==> src/rtl/bcd_convert_seq.sv <==
// Sequential binary-to-BCD converter: shift-and-add-3, one input bit per clock.
// Start/busy/valid handshake, optional sign-magnitude input, sticky overflow flag.
module bcd_convert_seq #(
   parameter int unsigned BIN_W  = 32,
   parameter int unsigned DIGITS = 10,
   parameter bit          SIGNED = 1'b0
) (
   input  logic                  clk,
   input  logic                  rst,
   input  logic                  start,
   input  logic [BIN_W-1:0]      bin,
   output logic                  busy,
   output logic                  valid,
   output logic [4*DIGITS-1:0]   bcd,
   output logic                  neg,
   output logic                  ovf
);

   localparam int unsigned BcdW = 4 * DIGITS;
   localparam int unsigned CntW = $clog2(BIN_W);

   typedef enum logic [0:0] {StIdle, StShift} state_e;

   state_e            state_q, state_d;
   logic [BIN_W-1:0]  sr_q, sr_d;
   logic [BcdW-1:0]   acc_q, acc_d;
   logic [CntW-1:0]   cnt_q, cnt_d;
   logic              sign_q, sign_d;
   logic              ovf_acc_q, ovf_acc_d;
   logic [BcdW-1:0]   bcd_q, bcd_d;
   logic              neg_q, neg_d;
   logic              ovf_q, ovf_d;
   logic              valid_q, valid_d;

   logic [BcdW-1:0]   adj;
   logic [BIN_W-1:0]  mag;
   logic              in_neg;

   always_comb begin
      adj = acc_q;
      for (int i = 0; i < int'(DIGITS); i++) begin
         if (acc_q[4*i +: 4] >= 4'd5) adj[4*i +: 4] = acc_q[4*i +: 4] + 4'd3;
      end
   end

   // Two's complement of the most negative value wraps to itself, read as unsigned.
   assign in_neg = SIGNED && bin[BIN_W-1];
   assign mag    = in_neg ? (~bin + BIN_W'(1)) : bin;

   always_comb begin
      state_d   = state_q;
      sr_d      = sr_q;
      acc_d     = acc_q;
      cnt_d     = cnt_q;
      sign_d    = sign_q;
      ovf_acc_d = ovf_acc_q;
      bcd_d     = bcd_q;
      neg_d     = neg_q;
      ovf_d     = ovf_q;
      valid_d   = 1'b0;
      unique case (state_q)
         StIdle: begin
            if (start) begin
               sr_d      = mag;
               sign_d    = in_neg;
               acc_d     = '0;
               ovf_acc_d = 1'b0;
               cnt_d     = CntW'(BIN_W - 1);
               state_d   = StShift;
            end
         end
         StShift: begin
            acc_d     = {adj[BcdW-2:0], sr_q[BIN_W-1]};
            sr_d      = {sr_q[BIN_W-2:0], 1'b0};
            ovf_acc_d = ovf_acc_q | adj[BcdW-1];
            cnt_d     = cnt_q - CntW'(1);
            if (cnt_q == '0) begin
               bcd_d   = acc_d;
               neg_d   = sign_q;
               ovf_d   = ovf_acc_d;
               valid_d = 1'b1;
               state_d = StIdle;
            end
         end
         default: state_d = StIdle;
      endcase
   end

   always_ff @(posedge clk or posedge rst) begin
      if (rst) begin
         state_q   <= StIdle;
         sr_q      <= '0;
         acc_q     <= '0;
         cnt_q     <= '0;
         sign_q    <= 1'b0;
         ovf_acc_q <= 1'b0;
         bcd_q     <= '0;
         neg_q     <= 1'b0;
         ovf_q     <= 1'b0;
         valid_q   <= 1'b0;
      end else begin
         state_q   <= state_d;
         sr_q      <= sr_d;
         acc_q     <= acc_d;
         cnt_q     <= cnt_d;
         sign_q    <= sign_d;
         ovf_acc_q <= ovf_acc_d;
         bcd_q     <= bcd_d;
         neg_q     <= neg_d;
         ovf_q     <= ovf_d;
         valid_q   <= valid_d;
      end
   end

   assign busy  = (state_q == StShift);
   assign valid = valid_q;
   assign bcd   = bcd_q;
   assign neg   = neg_q;
   assign ovf   = ovf_q;

endmodule

==> config.mk <==
export PLATFORM = sky130hd
export DESIGN_NAME = bcd_convert_seq
export DESIGN_NICKNAME = d
export VERILOG_FILES = /design/src/rtl/bcd_convert_seq.sv
export SDC_FILE = /design/constraint.sdc
export NUM_CORES = 1
export LEC_CHECK = 0
export ABC_AREA = 1
export CORE_AREA = 3 3 125 127
export DETAILED_ROUTE_END_ITERATION = 7
export DIE_AREA = 0 0 128 130
export PLACE_DENSITY_LB_ADDON = 0.05
export SYNTH_ARGS = -nofsm -noshare
export SYNTH_HDL_FRONTEND = slang
export SYNTH_SLANG_ARGS = --single-unit
==> constraint.sdc <==
create_clock -name clk -period 6.06 [get_ports clk]
set_clock_uncertainty 0.1 [all_clocks]
set_input_delay 0.606 -clock clk [delete_from_list [all_inputs] [get_ports clk]]
set_output_delay 0.606 -clock clk [all_outputs]
set_load 0.005 [all_outputs]
==> impl_metrics.env, run 1 <==
export IMPL_tns_ps=0
export IMPL_path_clk_slew_ps=50
export IMPL_drtAntennaViolNets=0
export IMPL_syn_nets=775
export IMPL_grt_overflow=0
export IMPL_yosys_top_cells_area="dfrtp_1 52%, nand2_1 20%, nand3_1 9.6%"
export IMPL_synthSimpleGateAreaFrac_pct=30.2
export IMPL_leakagePower_uw=0.00364
export IMPL_synth_compound_area_share_pct=6.74
export IMPL_clk_path_buf_depth=2
export IMPL_tightest_slew_ps=1140
export IMPL_critPathMaxFanout=75
export IMPL_cts_setup_buffers=0
export IMPL_finalHoldViolations=0
export IMPL_htree_levels=4
export IMPL_place_congestion=0.831
export IMPL_ys_top_cells_by_count="310 x nand2_1, 121 x dfrtp_1, 111 x nand3_1"
export IMPL_start_kind="register"
export IMPL_synth_largest_area_cell="dfrtp_1"
export IMPL_syn_inst=719
export IMPL_cap_violations=0
export IMPL_die_x_um=128
export IMPL_clk_latency_ps=410
export IMPL_die_y_um=130
export IMPL_fin_nets=847
export IMPL_p_per_area_mw_per_mm2=558
export IMPL_yosysTopAreaCellShare_pct=52.4
export IMPL_num_io_pins=79
export IMPL_endpoint_kind="register"
export IMPL_routedWlPerCell_um=13.3
export IMPL_cts_root_buffer="clkbuf_16"
export IMPL_hpwlAfterDp_um=8230
export IMPL_cts_resized=0
export IMPL_grt_pass1_wl_um=23000
export IMPL_r2r_cells=6
export IMPL_ir_drop_mv=0.240
export IMPL_yosysMostFrequentCell="nand2_1"
export IMPL_synthMuxAreaShare_pct=0
export IMPL_drc_errors=0
export IMPL_arrival_ps=2990
export IMPL_core_sq_mm=0.0145
export IMPL_grt_max_degree=80
export IMPL_grt_pass1_vias=4940
export IMPL_async_reset_ff_share_pct=100
export IMPL_cts_hold_buf=0
export IMPL_setup_viol=0
export IMPL_n_fill_cell=1446
export IMPL_syn2layout_area_growth_pct=25.9
export IMPL_yosysSeqAreaShare_pct=52.4
export IMPL_yosys_warnings=0
export IMPL_status="finished clean"
export IMPL_antenna_found_initial=0
export IMPL_holdPathStages=2
export IMPL_dieArea_sq_mm=0.0166
export IMPL_io_buffers=77
export IMPL_ys_types=20
export IMPL_fin_crit_sh_pct=46.8
export IMPL_first_pass_iters=4
export IMPL_cts_buffers_inserted=17
export IMPL_grt_usage_pct=17.3
export IMPL_period_needed_ps=2830
export IMPL_dr_first_iter_drc_count=356
export IMPL_start_util_pct=39.7
export IMPL_routed_wl_um=13200
export IMPL_finalMaxSlewViolations=0
export IMPL_num_rows=44
export IMPL_synthXorXnorAreaFrac_pct=0
export IMPL_drive_above_1_share_pct=4.60
export IMPL_synth_flop_cell="dfrtp_1"
export IMPL_hp_class="reg -> reg"
export IMPL_synth_adder_area_share_pct=4.55
export IMPL_grt_setup_unrepaired="no"
export IMPL_synth_top_family_by_area="simple AND/OR/NAND/NOR gates"
export IMPL_fmax_ghz=0.353
export IMPL_relSlewSlack_pct=24.1
export IMPL_cts_sinks=121
export IMPL_netlist_area_sq_mm=0.00578
export IMPL_ys_seq_elements=121
export IMPL_synth_edf_count=0
export IMPL_vias=4919
export IMPL_regArea_sq_mm=0.00303
export IMPL_tritoncts="yes"
export IMPL_multi_input_area_sq_mm=0.00240
export IMPL_synth_avg_cell_area_sq_um=8.03
export IMPL_critical_path_required_ps=6220
export IMPL_antenna_cells=0
export IMPL_final_util_pct=50.0
export IMPL_crit_type="reg -> reg"
export IMPL_via_per_inst=4.98
-- metal layers --
metal  wire length, um  GRT usage, %
met1              6090          22.3
met2              6220          28.2
met5                 0             0
met3               667          4.75
met4               165          5.99
-- cell type report --
| cell class | instances | area share, % |
|---|---|---|
| Clock inverter | 7 | 1.55 |
| Inverter | 53 | 2.77 |
| Multi-Input combinational cell | 518 | 33.0 |
| Sequential cell | 121 | 41.7 |
| Tap cell | 184 | 3.17 |
| Timing Repair Buffer | 80 | 10.9 |
| Clock buffer | 25 | 6.95 |
-- worst paths after layout --
path                       slack [ps]  startpoint        to
hold / removal                    370     bcd[23]   bcd[23]
max in group asynchronous        4060         rst      busy
setup / recovery                 3230        busy  cnt_q[4]
setup reg to reg                 3230        busy  cnt_q[4]
hold reg to reg                   370     bcd[23]   bcd[23]
min in group asynchronous         680         rst  acc_q[6]
-- registers in the layout, summed over array words and instances, names as in the netlist --
| name | count |
|---|---|
| acc_q | 40 |
| sr_q | 32 |
| cnt_q | 5 |
| ovf | 1 |
| bcd | 40 |
| busy | 1 |
| ovf_acc_q | 1 |
| valid | 1 |
-- layout by cell type, fill, tap and decap left out --
master	count
a21oi_1	23
conb_1	1
nand3_1	111
dfrtp_1	120
bufinv_16	3
o211ai_1	11
a22o_1	1
ha_1	21
nand2_1	310
o21ai_0	35
clkbuf_1	3
dfrtp_2	1
clkbuf_16	17
inv_1	49
a22oi_1	1
clkinv_1	1
inv_4	1
clkinv_2	3
nor2_1	3
clkdlybuf4s50_1	77
inv_2	2
clkinvlp_4	1
buf_4	3
nor2_4	1
clkbuf_8	5
-- report_power, final --
| group | internal [uW] | switching (uW) | total (uW) |
|---|---|---|---|
| registers | 1180 | 269 | 1450 |
| logic | 662 | 898 | 1560 |
| clock network | 699 | 349 | 1050 |
-- logic make-up (layout without fill, tap and decap cells) --
| family | after synthesis | count (layout) |
|---|---|---|
| AO/OA/AOI/OAI | 71 | 71 |
| adder cells (fa/ha/maj) | 21 | 21 |
| buffers and inverters | 80 | 165 |
| flip-flops | 121 | 121 |
| other | 1 | 1 |
| AND/OR/NAND/NOR | 425 | 425 |
-- through the flow --
step	worst slack, ps	hold slack [ps]	cells	total power (uW)	area [sq um]
3_3_place_gp	3250	356	956	2970	6650
5_1_grt	2920	390	988	4460	7270
4_1_cts	3170	377	988	4110	7270
2_1_floorplan	2140	352	719	2480	5780
3_5_place_dp	3180	363	956	3030	6650
6_report	3230	368	988	4050	7270
-- worst max-delay path: stages, from the launching register on --
cell	delay (ps)
dfrtp_2	350
buf_4	640
inv_1	180
nand2_1	100
clkinv_1	710
o21ai_0	450
nand2_1	100
Power figures use the tool's default switching activity.
==> run 2, diff against run 1 <==
==> constraint.sdc (replaced) <==
create_clock -name clk -period 2.4 [get_ports clk]
set_clock_uncertainty 0.1 [all_clocks]
set_input_delay 0.24 -clock clk [delete_from_list [all_inputs] [get_ports clk]]
set_output_delay 0.24 -clock clk [all_outputs]
set_load 0.005 [all_outputs]
==> run 2 against run 1 <==
Compared with the run above: clock power rose to 2.7 times the previous value; wire length up 0.11%; highest routed layer unchanged; register-to-register slack worse by 2700 ps; critical path type is now reg -> out.
==> impl_metrics.env, run 2 (same netlist as run 1, synthesis figures left out) <==
export IMPL_start_util_pct=39.7
export IMPL_path_delay_family="buffers and inverters"
export IMPL_io_buffers=77
export IMPL_final_setup_worst_slack_ps=346
export IMPL_critPathMaxFanout=33
export IMPL_path_clk_slew_ps=50
export IMPL_first_pass_iters=5
export IMPL_relSlewSlack_pct=49.4
export IMPL_drc_errors=0
export IMPL_grt_overflow=0
export IMPL_hpwlAfterDp_um=8780
export IMPL_dr_first_iter_drc_count=378
export IMPL_cp_buffers_inverters=2
export IMPL_die_y_um=130
export IMPL_whs_ps=51.8
export IMPL_antenna_found_initial=0
export IMPL_fin_nets=856
export IMPL_grt_setup_unrepaired="no"
export IMPL_place_congestion=0.833
export IMPL_status="finished clean"
export IMPL_num_rows=44
export IMPL_period_needed_ps=2050
export IMPL_max_stage_delay_ps=570
export IMPL_n_fill_cell=1417
export IMPL_endpoint_kind="primary output"
export IMPL_multi_input_area_sq_mm=0.00240
export IMPL_clk_path_buf_depth=2
export IMPL_routedWlPerCell_um=13.2
export IMPL_grt_pass1_vias=4879
export IMPL_cts_setup_buffers=0
export IMPL_leakagePower_uw=0.00371
export IMPL_grt_pass1_wl_um=22700
export IMPL_cts_hold_buf=0
export IMPL_cts_buffers_inserted=17
export IMPL_grt_usage_pct=16.9
export IMPL_htree_levels=4
export IMPL_tightest_slew_ps=758
export IMPL_vias=4959
export IMPL_antenna_cells=0
export IMPL_via_per_inst=4.97
export IMPL_syn2layout_area_growth_pct=28.0
export IMPL_p_per_area_mw_per_mm2=1420
export IMPL_core_sq_mm=0.0145
export IMPL_dieArea_sq_mm=0.0166
export IMPL_grt_max_degree=49
export IMPL_cts_root_buffer="clkbuf_16"
export IMPL_arrival_ps=1710
export IMPL_tritoncts="yes"
export IMPL_cts_resized=0
export IMPL_crit_type="reg -> out"
export IMPL_cts_sinks=121
export IMPL_finalMaxSlewViolations=0
export IMPL_total_power_uw=10500
export IMPL_regArea_sq_mm=0.00303
export IMPL_cpMaxStageDelayCell="clkdlybuf4s50_1"
export IMPL_finalHoldViolations=0
export IMPL_setup_viol=0
export IMPL_final_common_cell="nand2_1"
export IMPL_cp_cell_sequence="buf_4, clkdlybuf4s50_1"
export IMPL_die_x_um=128
export IMPL_routed_wl_um=13200
export IMPL_ir_drop_mv=0.494
export IMPL_tns_ps=0
export IMPL_clk_latency_ps=420
export IMPL_start_kind="register"
export IMPL_fin_crit_sh_pct=85.6
export IMPL_fmax_ghz=0.487
export IMPL_num_io_pins=79
export IMPL_cap_violations=0
export IMPL_dp_slack_ps=532
export IMPL_drtAntennaViolNets=0
export IMPL_hp_class="in -> async"
export IMPL_drive_above_1_share_pct=5.54
export IMPL_layout_common_cells="310 x nand2_1, 120 x dfrtp_1, 111 x nand3_1"
export IMPL_critical_path_required_ps=2060
==> run 2: changes by cell type in the layout (fill, tap and decap cells not counted) <==
| cell | change |
|---|---|
| buf_12 | +2 |
| buf_4 | +7 |
| bufinv_16 | +2 |
| clkbuf_1 | +1 |
| clkbuf_8 | -2 |
| inv_4 | -1 |
==> run 2: power breakdown <==
group          switching (uW)  internal, uW  leakage, uW
Combinational            2290          1710      0.00190
Clock                     880          1920     0.000318
Sequential                687          2970      0.00149
==> run 2: through the flow <==
stage                     util (%)  instances  cell area [sq um]
after floorplan                  -        719               5780
after global placement        46.4        965               6750
after detailed placement      46.4        965               6750
after CTS                     50.9        997               7390
after global routing          50.9        997               7390
final                         50.9        997               7390
==> run 2: metal layers <==
layer	vias to the layer above	global-route usage, %	part of all wire (%)	wire (um)
met2	113	27.0	46	6090
li1	2479	-	-	-
met1	2344	21.8	48	6280
met5	-	0	0	0
met3	23	3.77	4.0	522
met4	0	8.18	2.1	272
==> run 2: cell type report <==
class | count | area share [%]
Tap cell | 184 | 3.11
Clock buffer | 24 | 6.52
Timing Repair Buffer | 89 | 12.0
Clock inverter | 8 | 2.23
Inverter | 53 | 2.74
Sequential cell | 121 | 41.0
Multi-Input combinational cell | 518 | 32.4
==> run 2: worst paths after layout <==
check | slack [ps] | cells after the start | end | start
max | 350 | 2 | busy | busy
min | 50 | 2 | sr_q[0] | rst
max reg2reg | 560 | 8 | acc_q[17] | acc_q[16]
min reg2reg | 370 | 2 | bcd[7] | bcd[7]
max in group asynchronous | 1540 | 3 | bcd[15] | rst
min in group clk | 290 | 3 | sr_q[17] | bin[17]
